**src/rtl/dmem_arb_pkg.sv**
```systemverilog
// Shared types and constants for the two-port data-memory arbiter.
package dmem_arb_pkg;

    localparam int DMEM_ADDR_W      = 10;
    localparam int DMEM_DATA_W      = 64;
    localparam int BYTES_PER_ACCESS = 8;

    localparam logic PORT_CORE = 1'b0;
    localparam logic PORT_LOAD = 1'b1;

    typedef enum logic [1:0] {
        IDLE   = 2'd0,
        ACCESS = 2'd1,
        RESP   = 2'd2
    } arb_state_e;

    // True when a doubleword access is unaligned or would run past the top of memory.
    function automatic logic addr_out_of_bounds(input logic [31:0] addr, input int unsigned addr_w);
        return (addr[2:0] != 3'd0) ||
               (addr > ((32'd1 << addr_w) - 32'(BYTES_PER_ACCESS)));
    endfunction

endpackage

```
**src/rtl/dmem_arbiter_if.sv**
```systemverilog
// Request/response channel of one arbiter port (core LSU or debug loader).
interface dmem_req_if
    import dmem_arb_pkg::*;
#(
    parameter int ADDR_W = DMEM_ADDR_W,
    parameter int DATA_W = DMEM_DATA_W
) ();
    logic              req_valid;
    logic              req_ready;
    logic              req_we;
    logic [ADDR_W-1:0] req_addr;
    logic [DATA_W-1:0] req_wdata;
    logic              rsp_valid;
    logic [DATA_W-1:0] rsp_rdata;
    logic              rsp_err;

    modport master (
        output req_valid, req_we, req_addr, req_wdata,
        input  req_ready, rsp_valid, rsp_rdata, rsp_err
    );

    modport slave (
        input  req_valid, req_we, req_addr, req_wdata,
        output req_ready, rsp_valid, rsp_rdata, rsp_err
    );
endinterface

```
**src/rtl/dmem_arbiter_rr_arb2.sv**
```systemverilog
// Two-requester round-robin picker: on contention the port not granted last wins.
module rr_arb2 (
    input  logic [1:0] req,
    input  logic       last_grant,
    input  logic       en,
    output logic [1:0] gnt,
    output logic       next_last_grant
);

    // Grant selection and the last-grant value to remember after this pick.
    always_comb begin
        gnt             = 2'b00;
        next_last_grant = last_grant;
        if (en) begin
            case (req)
                2'b01:   gnt = 2'b01;
                2'b10:   gnt = 2'b10;
                2'b11:   gnt = last_grant ? 2'b01 : 2'b10;
                default: gnt = 2'b00;
            endcase
        end else begin
            gnt = 2'b00;
        end
        if (gnt[1]) begin
            next_last_grant = 1'b1;
        end else if (gnt[0]) begin
            next_last_grant = 1'b0;
        end else begin
            next_last_grant = last_grant;
        end
    end

endmodule

```
**src/rtl/dmem_arbiter.sv**
```systemverilog
// Arbitrates core/loader doubleword requests onto the single data memory.
// Optional DMEM_ARB_ALIGN_CHECK_EN rejects unaligned/out-of-range accesses with rsp_err.
module dmem_arbiter
    import dmem_arb_pkg::*;
#(
    parameter int ADDR_W = DMEM_ADDR_W,
    parameter int DATA_W = DMEM_DATA_W
) (
    input  logic              clk,
    input  logic              reset,
    dmem_req_if.slave         p0,
    dmem_req_if.slave         p1,
    output logic [ADDR_W-1:0] mem_address,
    output logic [DATA_W-1:0] mem_write_data,
    output logic              mem_read,
    output logic              mem_write,
    input  logic [DATA_W-1:0] mem_read_data,
    output logic              busy
);

    arb_state_e        state_r, state_s;
    logic              last_grant_r, next_last_s;
    logic [1:0]        gnt_s;
    logic              arb_en_s, accept_s;
    logic              sel_we_s, sel_bad_s;
    logic [ADDR_W-1:0] sel_addr_s;
    logic [DATA_W-1:0] sel_wdata_s;
    logic              we_r, port_r, bad_r, err_r;
    logic [ADDR_W-1:0] addr_r;
    logic [DATA_W-1:0] wdata_r, rdata_r;

    assign arb_en_s = (state_r == IDLE);
    assign accept_s = |gnt_s;

    rr_arb2 u_rr_arb2 (
        .req             ({p1.req_valid, p0.req_valid}),
        .last_grant      (last_grant_r),
        .en              (arb_en_s),
        .gnt             (gnt_s),
        .next_last_grant (next_last_s)
    );

    // Mux the winning port's request fields.
    always_comb begin
        sel_we_s    = 1'b0;
        sel_addr_s  = '0;
        sel_wdata_s = '0;
        if (gnt_s[1]) begin
            sel_we_s    = p1.req_we;
            sel_addr_s  = p1.req_addr;
            sel_wdata_s = p1.req_wdata;
        end else begin
            sel_we_s    = p0.req_we;
            sel_addr_s  = p0.req_addr;
            sel_wdata_s = p0.req_wdata;
        end
    end

`ifdef DMEM_ARB_ALIGN_CHECK_EN
    assign sel_bad_s = addr_out_of_bounds(32'(sel_addr_s), ADDR_W);
`else
    assign sel_bad_s = 1'b0;
`endif

    // Next-state logic.
    always_comb begin
        state_s = state_r;
        case (state_r)
            IDLE: begin
                if (accept_s) begin
                    state_s = ACCESS;
                end else begin
                    state_s = IDLE;
                end
            end
            ACCESS:  state_s = RESP;
            RESP:    state_s = IDLE;
            default: state_s = IDLE;
        endcase
    end

    // State register; reset aborts any in-flight access immediately.
    always_ff @(posedge clk or negedge reset) begin
        if (!reset) begin
            state_r <= IDLE;
        end else begin
            state_r <= state_s;
        end
    end

    // Latch the accepted request and remember who won.
    always_ff @(posedge clk or negedge reset) begin
        if (!reset) begin
            we_r         <= 1'b0;
            port_r       <= PORT_CORE;
            bad_r        <= 1'b0;
            addr_r       <= '0;
            wdata_r      <= '0;
            last_grant_r <= PORT_LOAD;
        end else if (accept_s) begin
            we_r         <= sel_we_s;
            port_r       <= gnt_s[1] ? PORT_LOAD : PORT_CORE;
            bad_r        <= sel_bad_s;
            addr_r       <= sel_addr_s;
            wdata_r      <= sel_wdata_s;
            last_grant_r <= next_last_s;
        end
    end

    // Capture the response at the end of the memory cycle; held until the next access.
    always_ff @(posedge clk or negedge reset) begin
        if (!reset) begin
            rdata_r <= '0;
            err_r   <= 1'b0;
        end else if (state_r == ACCESS) begin
            rdata_r <= (we_r || bad_r) ? '0 : mem_read_data;
            err_r   <= bad_r;
        end
    end

    // Memory controls are decoded from state so reset drops them without a clock edge.
    assign mem_address    = addr_r;
    assign mem_write_data = wdata_r;
    assign mem_write      = (state_r == ACCESS) && we_r && !bad_r;
    assign mem_read       = (state_r == ACCESS) && !we_r && !bad_r;
    assign busy           = (state_r != IDLE);

    assign p0.req_ready = gnt_s[0];
    assign p1.req_ready = gnt_s[1];
    assign p0.rsp_valid = (state_r == RESP) && (port_r == PORT_CORE);
    assign p1.rsp_valid = (state_r == RESP) && (port_r == PORT_LOAD);
    assign p0.rsp_rdata = rdata_r;
    assign p1.rsp_rdata = rdata_r;
    assign p0.rsp_err   = err_r;
    assign p1.rsp_err   = err_r;

endmodule

```
**src/flat_wrapper.sv**
```systemverilog
// flat-port wrapper written by rule: the top's interface ports become plain ports
module dmem_arbiter_flat import dmem_arb_pkg::*;
#(
    parameter int ADDR_W = DMEM_ADDR_W,
    parameter int DATA_W = DMEM_DATA_W
)
  (clk, reset, mem_address, mem_write_data, mem_read, mem_write, mem_read_data, busy, p0_req_valid, p0_req_we, p0_req_addr, p0_req_wdata, p0_req_ready, p0_rsp_valid, p0_rsp_rdata, p0_rsp_err, p1_req_valid, p1_req_we, p1_req_addr, p1_req_wdata, p1_req_ready, p1_rsp_valid, p1_rsp_rdata, p1_rsp_err);
  dmem_req_if #(.ADDR_W(ADDR_W), .DATA_W(DATA_W)) p0_i ();
  dmem_req_if #(.ADDR_W(ADDR_W), .DATA_W(DATA_W)) p1_i ();
  input  logic clk;
  input  logic reset;
  output logic [ADDR_W-1:0] mem_address;
  output logic [DATA_W-1:0] mem_write_data;
  output logic mem_read;
  output logic mem_write;
  input  logic [DATA_W-1:0] mem_read_data;
  output logic busy;
  input wire logic [$bits(p0_i.req_valid)-1:0] p0_req_valid;
  input wire logic [$bits(p0_i.req_we)-1:0] p0_req_we;
  input wire logic [$bits(p0_i.req_addr)-1:0] p0_req_addr;
  input wire logic [$bits(p0_i.req_wdata)-1:0] p0_req_wdata;
  output wire logic [$bits(p0_i.req_ready)-1:0] p0_req_ready;
  output wire logic [$bits(p0_i.rsp_valid)-1:0] p0_rsp_valid;
  output wire logic [$bits(p0_i.rsp_rdata)-1:0] p0_rsp_rdata;
  output wire logic [$bits(p0_i.rsp_err)-1:0] p0_rsp_err;
  input wire logic [$bits(p1_i.req_valid)-1:0] p1_req_valid;
  input wire logic [$bits(p1_i.req_we)-1:0] p1_req_we;
  input wire logic [$bits(p1_i.req_addr)-1:0] p1_req_addr;
  input wire logic [$bits(p1_i.req_wdata)-1:0] p1_req_wdata;
  output wire logic [$bits(p1_i.req_ready)-1:0] p1_req_ready;
  output wire logic [$bits(p1_i.rsp_valid)-1:0] p1_rsp_valid;
  output wire logic [$bits(p1_i.rsp_rdata)-1:0] p1_rsp_rdata;
  output wire logic [$bits(p1_i.rsp_err)-1:0] p1_rsp_err;
  assign p0_i.req_valid = p0_req_valid;
  assign p0_i.req_we = p0_req_we;
  assign p0_i.req_addr = p0_req_addr;
  assign p0_i.req_wdata = p0_req_wdata;
  assign p0_req_ready = p0_i.req_ready;
  assign p0_rsp_valid = p0_i.rsp_valid;
  assign p0_rsp_rdata = p0_i.rsp_rdata;
  assign p0_rsp_err = p0_i.rsp_err;
  assign p1_i.req_valid = p1_req_valid;
  assign p1_i.req_we = p1_req_we;
  assign p1_i.req_addr = p1_req_addr;
  assign p1_i.req_wdata = p1_req_wdata;
  assign p1_req_ready = p1_i.req_ready;
  assign p1_rsp_valid = p1_i.rsp_valid;
  assign p1_rsp_rdata = p1_i.rsp_rdata;
  assign p1_rsp_err = p1_i.rsp_err;
  dmem_arbiter #(.ADDR_W(ADDR_W), .DATA_W(DATA_W)) u_core (.clk(clk), .reset(reset), .p0(p0_i), .p1(p1_i), .mem_address(mem_address), .mem_write_data(mem_write_data), .mem_read(mem_read), .mem_write(mem_write), .mem_read_data(mem_read_data), .busy(busy));
endmodule
```
**config.mk**
```make
export PLATFORM = sky130hd
export DESIGN_NAME = dmem_arbiter_flat
export DESIGN_NICKNAME = d
export VERILOG_FILES = /design/src/rtl/dmem_arb_pkg.sv /design/src/rtl/dmem_arbiter_if.sv /design/src/rtl/dmem_arbiter_rr_arb2.sv /design/src/rtl/dmem_arbiter.sv /design/src/flat_wrapper.sv
export SDC_FILE = /design/constraint.sdc
export NUM_CORES = 1
export LEC_CHECK = 0
export ABC_AREA = 1
export ABC_CLOCK_PERIOD_IN_PS = 1610
export CAP_MARGIN = 15
export CORE_AREA = 2 2 169 171
export CTS_CLUSTER_SIZE = 10
export DETAILED_ROUTE_END_ITERATION = 7
export DIE_AREA = 0 0 171 173
export MAX_ROUTING_LAYER = met4
export PLACE_DENSITY_LB_ADDON = 0.2
export REMOVE_ABC_BUFFERS = 1
export SYNTH_ARGS = -nofsm -noshare
export SYNTH_HDL_FRONTEND = slang
export SYNTH_SLANG_ARGS = --single-unit
```
**constraint.sdc**
```tcl
create_clock -name clk -period 1.61 [get_ports clk]
set_clock_uncertainty 0.1 [all_clocks]
set_input_delay 0.322 -clock clk [delete_from_list [all_inputs] [get_ports clk]]
set_output_delay 0.322 -clock clk [all_outputs]
set_load 0.03 [all_outputs]
```
==> metrics.txt <==
status=complete, but fails checks; failing checks=setup timing; Tcrit/Tclk final=115.4%; top cell type's share of synthesized area=47.61%; share of cells above drive strength 1=25.51%; area growth from synthesis to layout=81.06%; total track usage=19.11%; max incr delay on CP=0.42 ns; Syn Inst Count=1013; Yosys cell types=20; EDFF count, synth=0; Hold WC Path Type=in2async; share of flip-flops with an asynchronous set or reset=100.0%; max-cap violation count=0; Reg2Reg Launch Point=u_core.state_r[0]; setup ws final=-0.2479 ns; detailed-route DRC error count=0; synthesized cell area=7463 µm²; Critical Path RT=1.19 ns; Synth area leaders=dfrtp_1, nand2_1, inv_1; Avg Vias per Cell=4.344; PwrDens=2108 nW/µm²; IO buf count=426; CTS sink cnt=143; die footprint=29580 µm²; Total Power=28.48 mW; total grt overflow=0; Bufs on Longest Clock Path=2; wire length per cell=16.62 µm; fillers=2695; Site Rows=61; Placer Congestion=0.8589; Post-Syn Area per Cell=7.368 µm²; setup_tns=-9.294 ns; Iteration-0 DRC Markers=365; Arr. time, crit path=1.44 ns; Num CTS Buffers=17; core area=27630 µm²; worst skew pair latency=0.41 ns; first-pass GRT wire length=42440 µm; Post-DRT Antenna Nets=0; drt pass-1 iters=4; largest net degree at the start of global routing=58; Seq/Total Area, Yosys=47.96%; Max Clock Freq=0.5382 GHz; Crit. Startpoint=u_core.state_r[0]; final count of negative-setup-slack endpoints=84; num ports=429; Detailed Place HPWL=20990 µm; min Tclk post-route=1.858 ns; vias in the first global route=7506; CP max stage cell=dfrtp_1; vias=7850; Setup WS pre-CTS=-0.1507 ns; CTS tree=done; crit-path cells=nor2_4 -> buf_12 -> nand2_4 -> a21oi_4 -> buf_6; nets=1633; Syn. warnings=0; crit path capture type=primary output; RSZ-0062 raised after global routing=yes; Initial Util=27.01%; clk root buf=clkbuf_16; critical-path maximum fanout=5; die width=171 µm; final wirelength=30040 µm; Crit Path Category=reg2out; Slew Viols, Final=0; Pleak=7.014 nW; worst-case vdd ir drop=1.011 mV; critical path startpoint category=register; ys flop type=dfrtp_1; Seq cells post-synth=143; Hold Vio Cnt, Final=0; initial antenna violation count=2; H-tree lvl count=4; die height=173 µm; Clock Pin Slew Worst Setup and Hold Paths=0.07 ns; cell taking the most area after synthesis=dfrtp_1
[report_power, final]
part | internal (mW) | switching (mW)
registers | 5.28 | 1.17
clock network | 2.31 | 1.73
logic | 7.27 | 10.7
total | 14.9 | 13.6
[cell usage after synthesis, types with 2 or more instances]
cell,n
buf_1,5
buf_2,31
buf_4,72
clkbuf_1,21
dfrtp_1,142
inv_1,157
inv_2,3
nand2_1,420
nand3_1,75
nand4_1,75
nor3_1,2
o21ai_0,2
[critical path, delay by kind of cell, from the launching register on]
family | cells | cell delay, ns
compound gates | 1 | 0.12
buf+inv | 2 | 0.29
flops | 1 | 0.42
simple gates | 2 | 0.19
[per-layer routing]
metal	routed length (µm)	share of wire, %	up-vias	global-route usage, %
met3	2810	9.4	26	6.546
met4	604	2.0	0	6.321
met5	0	0	-	-
met1	12160	40	3673	22.04
met2	14460	48	327	31.00
li1	-	-	3824	-
[repair_timing]
action,4_1_cts,5_1_grt
hold buffers,1,0
resized for setup,464,120
buffers inserted,8,3
endpoints found under the setup margin,179,194
pin swaps,4,23
endpoints found under the hold margin,115,0
cloned,0,16
[through the flow]
step | utilization (%) | cells | instance area (µm²) | hold slack [ns]
finish | 48.91 | 1807 | 13510 | 0.2258
global route | 48.91 | 1807 | 13510 | 0.2428
CTS | 47.81 | 1788 | 13210 | 0.2161
detailed placement | 44.67 | 1748 | 12340 | 0.1058
global placement | 44.67 | 1748 | 12340 | 0.1110
floorplan | - | 885 | 6674 | -0.07359
[final cells by class]
class                           count  area [µm²]  share of cell area [%]
Timing Repair inverter              1       6.256                 0.04630
Tap cell                          378       473.0                   3.500
Multi-Input combinational cell    582        2740                   20.28
Clock inverter                     14       160.2                   1.185
Antenna cell                        2       5.005                 0.03704
Inverter                          160       613.1                   4.537
Sequential cell                   143        3580                   26.49
Timing Repair Buffer              510        5510                   40.78
Clock buffer                       17       425.4                   3.148
[path summary, 6_finish.rpt]
kind,end,slack (ns),cells past startpoint
max,p0_req_ready,-0.25,5
min,u_core.mem_write_data[52],0.23,2
max reg2reg,u_core.mem_write_data[29],-0.18,9
min reg2reg,u_core.mem_write_data[45],0.38,2
max in group asynchronous,u_core.p0.rsp_rdata[33],0.62,3
min in group clk,u_core.mem_write_data[14],0.29,4
[cell families (layout without fill, tap and decap cells)]
family,count (synthesis),in the layout,synth area share [%]
flops,143,143,47.96
simple gates,576,576,32.99
compound gates,4,4,0.3185
buf+inv,289,702,18.68
other cells,1,4,0.05025
[placed cells by master (no fill, tap or decap), types with 3 or more instances in the layout]
cell             count
clkdlybuf4s15_2     94
nand2_2             11
buf_6               19
clkdlybuf4s15_1     19
inv_2                3
clkbuf_16           28
inv_1              153
nand3_1             45
clkdlybuf4s50_1    215
buf_12              45
dlygate4sd2_1        3
nand2_1            407
buf_2                5
inv_4                4
dfrtp_1            142
nand4_1             75
nand3_2             30
clkinv_4             5
clkbuf_2            51
buf_4               43
[sequential cells by signal, summed over array words and instances (netlist names)]
signal,cells
u_core.last_grant_r,1
u_core.mem_address,10
u_core.mem_write_data,64
u_core.p0.rsp_rdata,64
u_core.port_r,1
u_core.state_r,2
u_core.we_r,1
Note: power is estimated with default switching activity, not from simulation.
